## src/rtl/nvdla_csb_initiator_if.sv

```systemverilog
// ============================================================================
// nvdla_csb_initiator_if : host request/response and csb2xx/xx2csb bus bundle
// Rev 1.0
// ============================================================================
`default_nettype none
`timescale 1ns/1ps

interface nvdla_csb_initiator_if;
   logic        host_req_valid;
   logic        host_req_ready;
   logic [23:0] host_req_addr;
   logic [31:0] host_req_wdat;
   logic        host_req_write;
   logic        host_req_nposted;
   logic        host_req_srcpriv;
   logic [3:0]  host_req_wrbe;
   logic        host_resp_valid;
   logic [31:0] host_resp_rdata;
   logic        host_resp_error;
   logic        host_resp_timeout;
   logic        csb2xx_req_pvld;
   logic        csb2xx_req_prdy;
   logic [62:0] csb2xx_req_pd;
   logic        xx2csb_resp_valid;
   logic [33:0] xx2csb_resp_pd;
   logic        stray_resp;

   modport master (
      input  host_req_valid, host_req_addr, host_req_wdat, host_req_write,
             host_req_nposted, host_req_srcpriv, host_req_wrbe,
             csb2xx_req_prdy, xx2csb_resp_valid, xx2csb_resp_pd,
      output host_req_ready, host_resp_valid, host_resp_rdata, host_resp_error,
             host_resp_timeout, csb2xx_req_pvld, csb2xx_req_pd, stray_resp
   );

   modport slave (
      output host_req_valid, host_req_addr, host_req_wdat, host_req_write,
             host_req_nposted, host_req_srcpriv, host_req_wrbe,
             csb2xx_req_prdy, xx2csb_resp_valid, xx2csb_resp_pd,
      input  host_req_ready, host_resp_valid, host_resp_rdata, host_resp_error,
             host_resp_timeout, csb2xx_req_pvld, csb2xx_req_pd, stray_resp
   );
endinterface

`default_nettype wire

```

## src/rtl/nvdla_csb_initiator.sv

```systemverilog
// ============================================================================
// nvdla_csb_initiator : single-outstanding CSB master with timeout/error checks
// Rev 1.0
// ============================================================================
`default_nettype none
`timescale 1ns/1ps

module nvdla_csb_initiator #(
   parameter int unsigned TIMEOUT_CYCLES = 255,
   parameter logic [1:0]  REQ_LEVEL      = 2'd0
) (
   input  logic                   nvdla_core_clk,
   input  logic                   nvdla_core_rstn,
   nvdla_csb_initiator_if.master  bus
);

   typedef enum logic [1:0] {
      IDLE = 2'd0,
      REQ  = 2'd1,
      WAIT = 2'd2,
      RESP = 2'd3
   } state_t;

   localparam logic [15:0] C_TMO_LAST = 16'(TIMEOUT_CYCLES - 1);

   state_t      state_q;
   logic        ready_q;
   logic        pvld_q;
   logic [62:0] pd_q;
   logic        write_q;
   logic        nposted_q;
   logic [15:0] timer_q;
   logic        rvalid_q;
   logic [31:0] rdata_q;
   logic        rerr_q;
   logic        rto_q;
   logic        stray_q;
   logic [62:0] pkt_d;

   // Reads never carry nposted: a read always gets a response.
   assign pkt_d = {REQ_LEVEL, bus.host_req_wrbe, bus.host_req_srcpriv,
                   bus.host_req_write & bus.host_req_nposted, bus.host_req_write,
                   bus.host_req_wdat, bus.host_req_addr[23:2]};

   always_ff @(posedge nvdla_core_clk or negedge nvdla_core_rstn) begin
      if (!nvdla_core_rstn) begin
         state_q   <= IDLE;
         ready_q   <= 1'b0;
         pvld_q    <= 1'b0;
         pd_q      <= '0;
         write_q   <= 1'b0;
         nposted_q <= 1'b0;
         timer_q   <= '0;
         rvalid_q  <= 1'b0;
         rdata_q   <= '0;
         rerr_q    <= 1'b0;
         rto_q     <= 1'b0;
         stray_q   <= 1'b0;
      end else begin
         rvalid_q <= 1'b0;
         rdata_q  <= '0;
         rerr_q   <= 1'b0;
         rto_q    <= 1'b0;
         if (bus.xx2csb_resp_valid && state_q != WAIT) begin
            stray_q <= 1'b1;
         end
         case (state_q)
            IDLE: begin
               ready_q <= 1'b1;
               if (bus.host_req_valid && ready_q) begin
                  ready_q <= 1'b0;
                  if (bus.host_req_addr[1:0] != 2'b00) begin
                     state_q  <= RESP;
                     rvalid_q <= 1'b1;
                     rerr_q   <= 1'b1;
                  end else begin
                     state_q   <= REQ;
                     pvld_q    <= 1'b1;
                     pd_q      <= pkt_d;
                     write_q   <= bus.host_req_write;
                     nposted_q <= bus.host_req_write & bus.host_req_nposted;
                  end
               end
            end
            REQ: begin
               if (bus.csb2xx_req_prdy) begin
                  pvld_q  <= 1'b0;
                  timer_q <= '0;
                  if (write_q && !nposted_q) begin
                     state_q  <= RESP;
                     rvalid_q <= 1'b1;
                  end else begin
                     state_q <= WAIT;
                  end
               end
            end
            WAIT: begin
               // A response on the final timer cycle takes priority over the timeout.
               if (bus.xx2csb_resp_valid) begin
                  state_q  <= RESP;
                  rvalid_q <= 1'b1;
                  rdata_q  <= write_q ? 32'd0 : bus.xx2csb_resp_pd[31:0];
                  rerr_q   <= bus.xx2csb_resp_pd[32] | (bus.xx2csb_resp_pd[33] != write_q);
               end else if (timer_q == C_TMO_LAST) begin
                  state_q  <= RESP;
                  rvalid_q <= 1'b1;
                  rerr_q   <= 1'b1;
                  rto_q    <= 1'b1;
               end else begin
                  timer_q <= timer_q + 16'd1;
               end
            end
            RESP: begin
               state_q <= IDLE;
               ready_q <= 1'b1;
            end
            default: begin
               state_q <= IDLE;
            end
         endcase
      end
   end

   assign bus.host_req_ready    = ready_q;
   assign bus.host_resp_valid   = rvalid_q;
   assign bus.host_resp_rdata   = rdata_q;
   assign bus.host_resp_error   = rerr_q;
   assign bus.host_resp_timeout = rto_q;
   assign bus.csb2xx_req_pvld   = pvld_q;
   assign bus.csb2xx_req_pd     = pd_q;
   assign bus.stray_resp        = stray_q;

endmodule

`default_nettype wire

```

## src/flat_wrapper.sv

```systemverilog
// flat-port wrapper written by rule: the top's interface ports become plain ports
module nvdla_csb_initiator_flat 
#(
   parameter int unsigned TIMEOUT_CYCLES = 255,
   parameter logic [1:0]  REQ_LEVEL      = 2'd0
)
  (nvdla_core_clk, nvdla_core_rstn, bus_host_req_valid, bus_host_req_addr, bus_host_req_wdat, bus_host_req_write, bus_host_req_nposted, bus_host_req_srcpriv, bus_host_req_wrbe, bus_csb2xx_req_prdy, bus_xx2csb_resp_valid, bus_xx2csb_resp_pd, bus_host_req_ready, bus_host_resp_valid, bus_host_resp_rdata, bus_host_resp_error, bus_host_resp_timeout, bus_csb2xx_req_pvld, bus_csb2xx_req_pd, bus_stray_resp);
  nvdla_csb_initiator_if bus_i ();
  input  logic nvdla_core_clk;
  input  logic nvdla_core_rstn;
  input wire logic [$bits(bus_i.host_req_valid)-1:0] bus_host_req_valid;
  input wire logic [$bits(bus_i.host_req_addr)-1:0] bus_host_req_addr;
  input wire logic [$bits(bus_i.host_req_wdat)-1:0] bus_host_req_wdat;
  input wire logic [$bits(bus_i.host_req_write)-1:0] bus_host_req_write;
  input wire logic [$bits(bus_i.host_req_nposted)-1:0] bus_host_req_nposted;
  input wire logic [$bits(bus_i.host_req_srcpriv)-1:0] bus_host_req_srcpriv;
  input wire logic [$bits(bus_i.host_req_wrbe)-1:0] bus_host_req_wrbe;
  input wire logic [$bits(bus_i.csb2xx_req_prdy)-1:0] bus_csb2xx_req_prdy;
  input wire logic [$bits(bus_i.xx2csb_resp_valid)-1:0] bus_xx2csb_resp_valid;
  input wire logic [$bits(bus_i.xx2csb_resp_pd)-1:0] bus_xx2csb_resp_pd;
  output wire logic [$bits(bus_i.host_req_ready)-1:0] bus_host_req_ready;
  output wire logic [$bits(bus_i.host_resp_valid)-1:0] bus_host_resp_valid;
  output wire logic [$bits(bus_i.host_resp_rdata)-1:0] bus_host_resp_rdata;
  output wire logic [$bits(bus_i.host_resp_error)-1:0] bus_host_resp_error;
  output wire logic [$bits(bus_i.host_resp_timeout)-1:0] bus_host_resp_timeout;
  output wire logic [$bits(bus_i.csb2xx_req_pvld)-1:0] bus_csb2xx_req_pvld;
  output wire logic [$bits(bus_i.csb2xx_req_pd)-1:0] bus_csb2xx_req_pd;
  output wire logic [$bits(bus_i.stray_resp)-1:0] bus_stray_resp;
  assign bus_i.host_req_valid = bus_host_req_valid;
  assign bus_i.host_req_addr = bus_host_req_addr;
  assign bus_i.host_req_wdat = bus_host_req_wdat;
  assign bus_i.host_req_write = bus_host_req_write;
  assign bus_i.host_req_nposted = bus_host_req_nposted;
  assign bus_i.host_req_srcpriv = bus_host_req_srcpriv;
  assign bus_i.host_req_wrbe = bus_host_req_wrbe;
  assign bus_i.csb2xx_req_prdy = bus_csb2xx_req_prdy;
  assign bus_i.xx2csb_resp_valid = bus_xx2csb_resp_valid;
  assign bus_i.xx2csb_resp_pd = bus_xx2csb_resp_pd;
  assign bus_host_req_ready = bus_i.host_req_ready;
  assign bus_host_resp_valid = bus_i.host_resp_valid;
  assign bus_host_resp_rdata = bus_i.host_resp_rdata;
  assign bus_host_resp_error = bus_i.host_resp_error;
  assign bus_host_resp_timeout = bus_i.host_resp_timeout;
  assign bus_csb2xx_req_pvld = bus_i.csb2xx_req_pvld;
  assign bus_csb2xx_req_pd = bus_i.csb2xx_req_pd;
  assign bus_stray_resp = bus_i.stray_resp;
  nvdla_csb_initiator #(.TIMEOUT_CYCLES(TIMEOUT_CYCLES), .REQ_LEVEL(REQ_LEVEL)) u_core (.nvdla_core_clk(nvdla_core_clk), .nvdla_core_rstn(nvdla_core_rstn), .bus(bus_i));
endmodule
```

## config.mk

```make
export PLATFORM = sky130hd
export DESIGN_NAME = nvdla_csb_initiator_flat
export DESIGN_NICKNAME = d
export VERILOG_FILES = /design/src/rtl/nvdla_csb_initiator_if.sv /design/src/rtl/nvdla_csb_initiator.sv /design/src/flat_wrapper.sv
export SDC_FILE = /design/constraint.sdc
export NUM_CORES = 1
export LEC_CHECK = 0
export BUFFER_PORTS_ARGS = -buffer_cell sky130_fd_sc_hd__buf_2
export CORE_UTILIZATION = 30
export DETAILED_ROUTE_END_ITERATION = 16
export PLACE_DENSITY_LB_ADDON = 0.25
export SYNTH_ARGS = -nofsm -noshare
export SYNTH_HDL_FRONTEND = slang
export SYNTH_SLANG_ARGS = --single-unit
```

## constraint.sdc

```tcl
create_clock -name nvdla_core_clk -period 2.1 [get_ports nvdla_core_clk]
set_input_delay 0.42 -clock nvdla_core_clk [delete_from_list [all_inputs] [get_ports nvdla_core_clk]]
set_output_delay 0.42 -clock nvdla_core_clk [all_outputs]
set_load 0.05 [all_outputs]
```

# Word level (Yosys, flattened, before mapping)
# Cells that the tools add are included.
# classes
bitwise_logic	3
mux	31
n_eq_ne	12
n_reduce_logical	13
addsub	1
# op_table
op	n
$mux W32	3
$mux W16	3
$pmux W16 S2	1
$add A16 B1 Y16 const B	1
$eq A16 B8 Y1 const B	1
$mux W1	14
$mux W2	5
$ne A2 B2 Y1 const B	5
$pmux W2 S4	1
$reduce_and A4 Y1	2
$reduce_bool A2 Y1	4
$pmux W1 S2	3
$reduce_and A3 Y1	2
$eq A2 B2 Y1 const B	2
$logic_and A1 B1 Y1	3
$ne A3 B2 Y1 const B	1
$pmux W1 S3	1
$eq A2 B1 Y1 const B	1
$logic_not A2 Y1	1
$ne A2 B1 Y1 const B	1
$and A1 B1 Y1	1
$logic_not A1 Y1	1
$ne A1 B1 Y1	1
$not A1 Y1	1
$or A1 B1 Y1	1
# totals
word_cells	72
inputBits	102
output_inout_bits	101
ff_bits	119

# Longest topological paths before layout
# Gate-level depths: netlist (run 1).
# logic_depth
word_depth	5
ltp_mapped	8
depth_no_buf	7

# Worst setup path after synthesis (run 1)
# OpenSTA, ideal clock, no wires.
# synth_timing
path_kind	reg2reg
start	register u_core.state_q[0]
end	register u_core.pd_q[0], in the netlist u_core.bus.csb2xx_req_pd[0]
path_buffers	2
required_ns	1.975
t_arrival_ns	1.714
stages_incl_launch_ff	8
path_slack_ns	0.261
path_cell_list	dfrtp_1 -> inv_1 -> ha_1 -> nand3_1 -> nand2b_1 -> clkbuf_1 -> buf_2 -> mux2_2
# synth_via
elab_chain_cells	2
# synth_lines
element	line	rtl
start, declared	nvdla_csb_initiator.sv:26	state_t state_q;
start signal, assigned	nvdla_csb_initiator.sv:47	state_q <= IDLE;
start signal, assigned	nvdla_csb_initiator.sv:73	state_q <= RESP;
start signal, assigned	nvdla_csb_initiator.sv:77	state_q <= REQ;
$logic_not A2 Y1	nvdla_csb_initiator.sv:67	case (state_q)
$reduce_and A3 Y1 (no line)	-	
end signal, assigned	nvdla_csb_initiator.sv:79	pd_q <= pkt_d;
end, declared	nvdla_csb_initiator.sv:29	logic [62:0] pd_q;
# Every way passes these cells.
# A chain may end at the register's enable or synchronous reset.

# Worst setup path in the final report (run 1)
# layout_timing
start	register u_core.state_q[0]
end	register u_core.pd_q[23], in the netlist u_core.bus.csb2xx_req_pd[23]
# The elaborated chain is that of the path after synthesis.

==> impl_metrics.tcl, run 1 <==
set metrics [dict create \
    crit_path_cell_trace "inv_1, ha_1, nand3_1, nand2b_2, buf_4, mux2_2" \
    postPlaceCellArea_mm2 0.006226 \
    routed_wirelength_um 12460 \
    aggregate_negative_setup_slack_ns 0 \
    core.rowCount 46 \
    power_frac_comb_pct 44.7 \
    synth.most_common_cell "sky130_fd_sc_hd__dfrtp_1" \
    die_width_um 129.4 \
    synth.largest_area_cell "sky130_fd_sc_hd__dfrtp_1" \
    commonest_cells_post_synth "sky130_fd_sc_hd__dfrtp_1, sky130_fd_sc_hd__mux2_2, sky130_fd_sc_hd__and2_1" \
    cts_setup_buffers 0 \
    cts_tree "yes" \
    grt_remaining_overflow 0 \
    synth_top_cells_by_area "sky130_fd_sc_hd__dfrtp_1, sky130_fd_sc_hd__mux2_2, sky130_fd_sc_hd__and2_1" \
    dr.pass1.iters 4 \
    drive_gt1_share_pct 51.89 \
    first_pass_grt_wire_length_um 19510 \
    drt_drc_violations_left 0 \
    cts-root-buf "sky130_fd_sc_hd__clkbuf_16" \
    critical_path.slowest_cell "sky130_fd_sc_hd__dfrtp_1" \
    timing_worst_setup_path_type "flop to flop" \
    flow.area_growth_from_synthesis_pct 40.29 \
    synth-async-reset-ratio_pct 100.0 \
    grt_pass1_vias 3856 \
    p_seq_share_pct 29.9 \
    die_area_mm2 0.01673 \
    power_frac_clock_pct 25.3 \
    synthDominantCellAreaShare_pct 60.17 \
    critPathMaxFanout 27 \
    synth.yosys.warnings 0 \
    floorplan.core_area_mm2 0.01589 \
    maximum_frequency_from_static_timing_analysis_mhz 497.4 \
    power.total_w 0.01138 \
    grt_max_degree 43 \
    critical_path_required_ns 2.39 \
    power.leakage_nw 3.586 \
    drt_iter0_drc 119 \
    syn_avg_cell_area_um2 12.87 \
    finalHoldViolCount 0 \
    place.gp.congestion 0.8477 \
    maxSlewHeadroom_pct 64.76 \
    num-nets-final 704 \
    worstMarginPinSlew_ns 0.5286 \
    max_capacitance_violation_count 0 \
    sw_frac_of_total_pct 45.02 \
    clk_transition_reported_paths_ns 0.06 \
    run_status "completed" \
    net-switching-power_w 0.005123 \
    period_share_pct 95.73 \
    synthesis.instances 378 \
    synthDistinctLibCells 48 \
    nFillCells 1560 \
    clock_latency_ns 0.41 \
    synth_edf_count 0 \
    antenna-diode-count 0 \
    clock-sinks 117 \
    hpwlAfterDp_um 9071 \
    initial_utilization_pct 30.63 \
    timing.final.max_slew_violations 0 \
    clock-skew-final_ns 0.006208 \
    yosys_register_bits 117 \
    power_density_mw_per_mm2 1667 \
    cts_buffer_depth 2 \
    grtUsageMet2_pct 24.67 \
    design_area_mm2 0.006827 \
    htree_num_levels 4 \
    critical_path.startpoint_type "flop" \
    via_cell_ratio 4.550 \
    vias 3754 \
    grtUsageMet3_pct 7.473 \
    number_of_antenna_violations_at_the_first_check_in_global_routing 0 \
    number_of_buffers_created_by_cts 17 \
    endpoint_type_of_the_worst_setup_path "flop" \
    cp_slowest_stage_delay_ns 0.40 \
    place.port_buffers 200 \
    die_h_um 129.4 \
    cp.arrival_ns 2.30 \
    grt-busiest-layer "met2" \
    route.antenna.remaining_nets 0 \
    routed_wire_length_per_instance_um 15.10 \
    seq_area_frac_synth_pct 60.17 \
    post_synth_design_cell_area_mm2 0.004866 \
    io-pin-count 203 \
    worst_ir_drop_vdd_v 0.0007074 \
    grtUsageMet1_pct 17.88 \
    p_int_w 0.006256 \
    grt.total_usage_pct 15.47 \
    postSynth.topFlopCell "sky130_fd_sc_hd__dfrtp_1" \
    grt_setup_unrepaired "no" \
    timing.hold.worst.class "input port to flop" \
    post-route-min-period_ns 2.010 \
    final_setup_viols 0 \
]
==> power by group through the flow <==
stage	clock, W	sequential, W	combinational, W
2_1_floorplan	0	0.00582	0.00129
3_3_place_gp	0	0.00342	0.00507
3_5_place_dp	0	0.00344	0.00513
4_1_cts	0.00294	0.00341	0.00513
5_1_grt	0.00306	0.00351	0.00537
6_report	0.00288	0.00341	0.00509
==> per-layer routing <==
| metal | routed length (um) | up-vias |
|---|---|---|
| met5 | 0 | - |
| met4 | 159 | 0 |
| met3 | 1203 | 14 |
| met2 | 6010 | 159 |
| met1 | 5081 | 1802 |
| li1 | - | 1779 |
==> state kept, by name (all words and copies together), names as in the netlist <==
signal and flops:
u_core.bus.host_resp_rdata 32, u_core.bus.host_req_ready 1, u_core.bus.csb2xx_req_pvld 1, u_core.bus.host_resp_valid 1, u_core.timer_q 16, u_core.bus.stray_resp 1
u_core.state_q 2, u_core.bus.csb2xx_req_pd 61, u_core.bus.host_resp_error 1, u_core.bus.host_resp_timeout 1
==> area by class of cell <==
type | instances | area [um2] | share of cell area [%]
Multi-Input combinational cell | 235 | 1815 | 26.59
Timing Repair Buffer | 220 | 1206 | 17.67
Clock inverter | 10 | 123.9 | 1.815
Tap cell | 216 | 270.3 | 3.959
Inverter | 5 | 18.77 | 0.2749
Clock buffer | 22 | 464.2 | 6.800
Sequential cell | 117 | 2928 | 42.89
==> logic make-up (layout without fill, tap and decap cells) <==
| logic type | after synthesis | in the layout | synth area share, % |
|---|---|---|---|
| AO/OA/AOI/OAI | 44 | 44 | 6.198 |
| XOR/XNOR | 1 | 1 | 0.1800 |
| adder cells (fa/ha/maj) | 6 | 6 | 1.543 |
| buffers and inverters | 27 | 257 | 2.803 |
| flip-flops | 117 | 117 | 60.17 |
| multiplexers | 65 | 65 | 14.91 |
| other | 1 | 2 | 0.07707 |
| AND/OR/NAND/NOR | 117 | 117 | 14.12 |
==> final timing paths <==
| check | to | depth (start not counted) | start | slack [ns] |
|---|---|---|---|---|
| worst max-delay path | u_core.bus.csb2xx_req_pd[23]$_DFFE_PN0P_ | 6 | u_core.state_q[0]$_DFFE_PN0P_ | 0.09 |
| worst min-delay path | u_core.bus.host_resp_rdata[30]$_DFF_PN0_ | 2 | bus_xx2csb_resp_pd[30] | 0.21 |
| worst max register to register | u_core.bus.csb2xx_req_pd[23]$_DFFE_PN0P_ | 6 | u_core.state_q[0]$_DFFE_PN0P_ | 0.09 |
| worst min register to register | u_core.bus.stray_resp$_DFFE_PN0P_ | 1 | u_core.bus.stray_resp$_DFFE_PN0P_ | 0.45 |
| max in group asynchronous | u_core.bus.host_resp_rdata[3]$_DFF_PN0_ | 3 | nvdla_core_rstn | 0.94 |
| min in group asynchronous | u_core.timer_q[5]$_DFFE_PN0P_ | 2 | nvdla_core_rstn | 0.54 |
==> layout by cell type (no fill, tap or decap), drive strengths merged, types with 3 or more instances in the layout <==
cell type	n
a211o	8
a211oi	3
a21oi	8
and2	35
and3	8
and4	3
buf	219
clkbuf	22
clkinv	5
dfrtp	117
ha	6
inv	6
mux2	60
mux2i	5
nand2	17
nand2b	5
nand3	13
nand4	9
nor2	8
nor2b	3
nor3	4
nor4	5
o21ai	11
==> worst max-delay path: cells and delay by family (launching register included) <==
kind,cells,cell delay [ns]
simple gates,2,0.34
flops,1,0.40
mux,1,0.38
buf+inv,2,0.44
fa+ha+maj,1,0.29
==> per-stage QoR <==
stage | hold WS (ns) | setup WS (ns) | cells | util, %
5_1_grt | 0.1952 | 0.0009523 | 825 | 42.97
6_report | 0.2141 | 0.08960 | 825 | 42.97
3_5_place_dp | 0.4394 | 0.1105 | 792 | 39.19
2_1_floorplan | 0.1244 | 0.2615 | 379 | -
4_1_cts | 0.1942 | 0.09155 | 825 | 42.96
3_3_place_gp | 0.4269 | 0.1590 | 792 | 39.19
==> repair_timing <==
| action | in CTS | in global routing |
|---|---|---|
| endpoints found under the setup margin | 0 | 33 |
| hold buffers | 1 | 0 |
| gates resized for setup | 0 | 1 |
| hold endpoints to repair | 3 | 0 |
No activity file was read; power rests on OpenSTA's default activity.
==> inputs of run 2 (changes only) <==
--- a/config.mk
+++ b/config.mk
@@ -8,3 +8,3 @@
 export BUFFER_PORTS_ARGS = -buffer_cell sky130_fd_sc_hd__buf_2
-export CORE_UTILIZATION = 30
+export CORE_UTILIZATION = 48
 export DETAILED_ROUTE_END_ITERATION = 16
==> constraint.sdc (replaced) <==
create_clock -name nvdla_core_clk -period 2.1 [get_ports nvdla_core_clk]
set_input_delay 0.105 -clock nvdla_core_clk [delete_from_list [all_inputs] [get_ports nvdla_core_clk]]
set_output_delay 0.105 -clock nvdla_core_clk [all_outputs]
set_load 0.05 [all_outputs]
==> impl_metrics.tcl, run 2 (synthesis gave the netlist of run 1 again) <==
set metrics [dict create \
    run_status "completed" \
    grt_setup_unrepaired "no" \
    core.rowCount 36 \
    drive_gt1_share_pct 44.30 \
    cell_count_after_placement 705 \
    final_setup_viols 0 \
    die_width_um 102.7 \
    p_seq_share_pct 29.7 \
    clock-sinks 117 \
    die_area_mm2 0.01054 \
    worst_ir_drop_vdd_v 0.001117 \
    grtUsageMet3_pct 8.746 \
    vias 4296 \
    critical_path.slowest_cell "sky130_fd_sc_hd__dlygate4sd3_1" \
    timing_worst_setup_path_type "flop to flop" \
    first_pass_grt_wire_length_um 22170 \
    post-route-min-period_ns 1.977 \
    maximum_frequency_from_static_timing_analysis_mhz 505.9 \
    critical_path_buf_inv_count 2 \
    power.leakage_nw 3.988 \
    cts-root-buf "sky130_fd_sc_hd__clkbuf_8" \
    cts_tree "yes" \
    final_cell_count_no_fill 835 \
    grt_pass1_vias 4527 \
    top_library_cells_by_usage_in_the_layout_fill_and_taps_aside "sky130_fd_sc_hd__buf_2, sky130_fd_sc_hd__dfrtp_1, sky130_fd_sc_hd__dlygate4sd3_1" \
    crit_path_cell_trace "inv_1, ha_1, o41ai_1, a22o_1, dlygate4sd3_1" \
    routed_wirelength_um 14250 \
    number_of_buffers_created_by_cts 17 \
    cts_buffer_depth 2 \
    nFillCells 590 \
    sw_frac_of_total_pct 44.93 \
    htree_num_levels 4 \
    hpwlAfterDp_um 8228 \
    grt-busiest-layer "met2" \
    drt_drc_violations_left 0 \
    place.port_buffers 200 \
    dr.pass1.iters 5 \
    critical_path_required_ns 2.55 \
    initial_utilization_pct 49.55 \
    grtUsageMet1_pct 32.08 \
    grt_remaining_overflow 0 \
    io-pin-count 203 \
    cp_top_family "buffers and inverters" \
    grtUsageMet2_pct 50.10 \
    power_density_mw_per_mm2 1515 \
    critical_path.startpoint_type "flop" \
    timing.hold.worst.class "input port to flop" \
    layout.cells.most_common "sky130_fd_sc_hd__buf_2" \
    clock_latency_ns 0.52 \
    cp_slowest_stage_delay_ns 0.54 \
    maxSlewHeadroom_pct 53.81 \
    cp.arrival_ns 2.43 \
    clk_transition_reported_paths_ns 0.05 \
    power_frac_clock_pct 24.6 \
    grt.total_usage_pct 28.35 \
    aggregate_negative_setup_slack_ns 0 \
    flow.area_growth_from_synthesis_pct 57.80 \
    worst_hold_slack_across_all_endpoints_ns 0.03126 \
    num-nets-final 798 \
    worstMarginPinSlew_ns 0.6928 \
    net-switching-power_w 0.005227 \
    period_share_pct 94.12 \
    max_capacitance_violation_count 0 \
    floorplan.core_area_mm2 0.009819 \
    critPathMaxFanout 9 \
    power.total_w 0.01163 \
    power_frac_comb_pct 45.6 \
    number_of_antenna_violations_at_the_first_check_in_global_routing 0 \
    via_cell_ratio 5.145 \
    largest_register_ff_count 61 \
    clock-skew-final_ns 0.008358 \
    finalHoldViolCount 0 \
    place.gp.congestion 0.9549 \
    cts_setup_buffers 0 \
    endpoint_type_of_the_worst_setup_path "flop" \
    drt_iter0_drc 221 \
    route.antenna.remaining_nets 0 \
    timing.final.max_slew_violations 0 \
    grt_max_degree 63 \
    die_h_um 102.7 \
    routed_wire_length_per_instance_um 17.07 \
    antenna-diode-count 0 \
    p_int_w 0.006406 \
]
[run 2: layout make-up]
type                       count  area [um2]  area share, %
inverter                       5       18.77         0.2444
clock buffer                  22       452.9          5.899
multi-input combinational    235        1815          23.64
sequential                   117        2928          38.13
clock inverter                 9       127.6          1.662
timing repair buffer         314        2170          28.25
tap                          133       166.4          2.167
[run 2: routing by layer]
layer,part of all wire [%],vias to the layer above,routed length (um)
li1,-,1962,-
met1,37,2112,5299
met2,53,191,7609
met3,7.2,31,1020
met4,2.3,0,324
met5,0,-,0
[run 2: power by group through the flow]
stage	clock (W)	combinational, W	sequential [W]
final	0.00286	0.00531	0.00346
after global routing	0.00299	0.00558	0.00355
after CTS	0.00287	0.00524	0.00340
after detailed placement	0	0.00505	0.00343
after global placement	0	0.00498	0.00340
after floorplan	0	0.00129	0.00582
[run 2: tightest hold or removal path, stage by stage]
cell,delay (ns)
sky130_fd_sc_hd__buf_2,0.11
sky130_fd_sc_hd__nor2_1,0.09
sky130_fd_sc_hd__o22ai_1,0.18
[run 2: timing repair]
item / 4_1_cts / 5_1_grt
resized for setup: 0 / 1
setup endpoints to repair: 0 / 8
hold endpoints to repair: 149 / 0
hold buffers: 99 / 0
[run 2: final timing paths]
path / start / end / slack (ns) / cells past startpoint
setup / recovery: u_core.state_q[1]$_DFFE_PN0P_ / u_core.bus.csb2xx_req_pvld$_DFFE_PN0P_ / 0.12 / 5
min in group asynchronous: nvdla_core_rstn / u_core.bus.host_req_ready$_DFFE_PN0P_ / 0.18 / 2
hold reg to reg: u_core.bus.stray_resp$_DFFE_PN0P_ / u_core.bus.stray_resp$_DFFE_PN0P_ / 0.46 / 1
max in group asynchronous: nvdla_core_rstn / u_core.bus.csb2xx_req_pd[57]$_DFFE_PN0P_ / 1.27 / 3
hold / removal: bus_host_req_addr[0] / u_core.bus.host_resp_error$_DFF_PN0_ / 0.03 / 3
setup reg to reg: u_core.state_q[1]$_DFFE_PN0P_ / u_core.bus.csb2xx_req_pvld$_DFFE_PN0P_ / 0.12 / 5
[run 2: through the flow]
step | utilization, % | cell area (um2) | setup slack, ns
2_1_floorplan | - | 4870 | 0.2615
3_3_place_gp | 62.17 | 6105 | 0.2906
3_5_place_dp | 62.17 | 6105 | 0.1773
4_1_cts | 78.17 | 7676 | 0.1633
5_1_grt | 78.20 | 7679 | 0.04015
6_report | 78.20 | 7679 | 0.1235
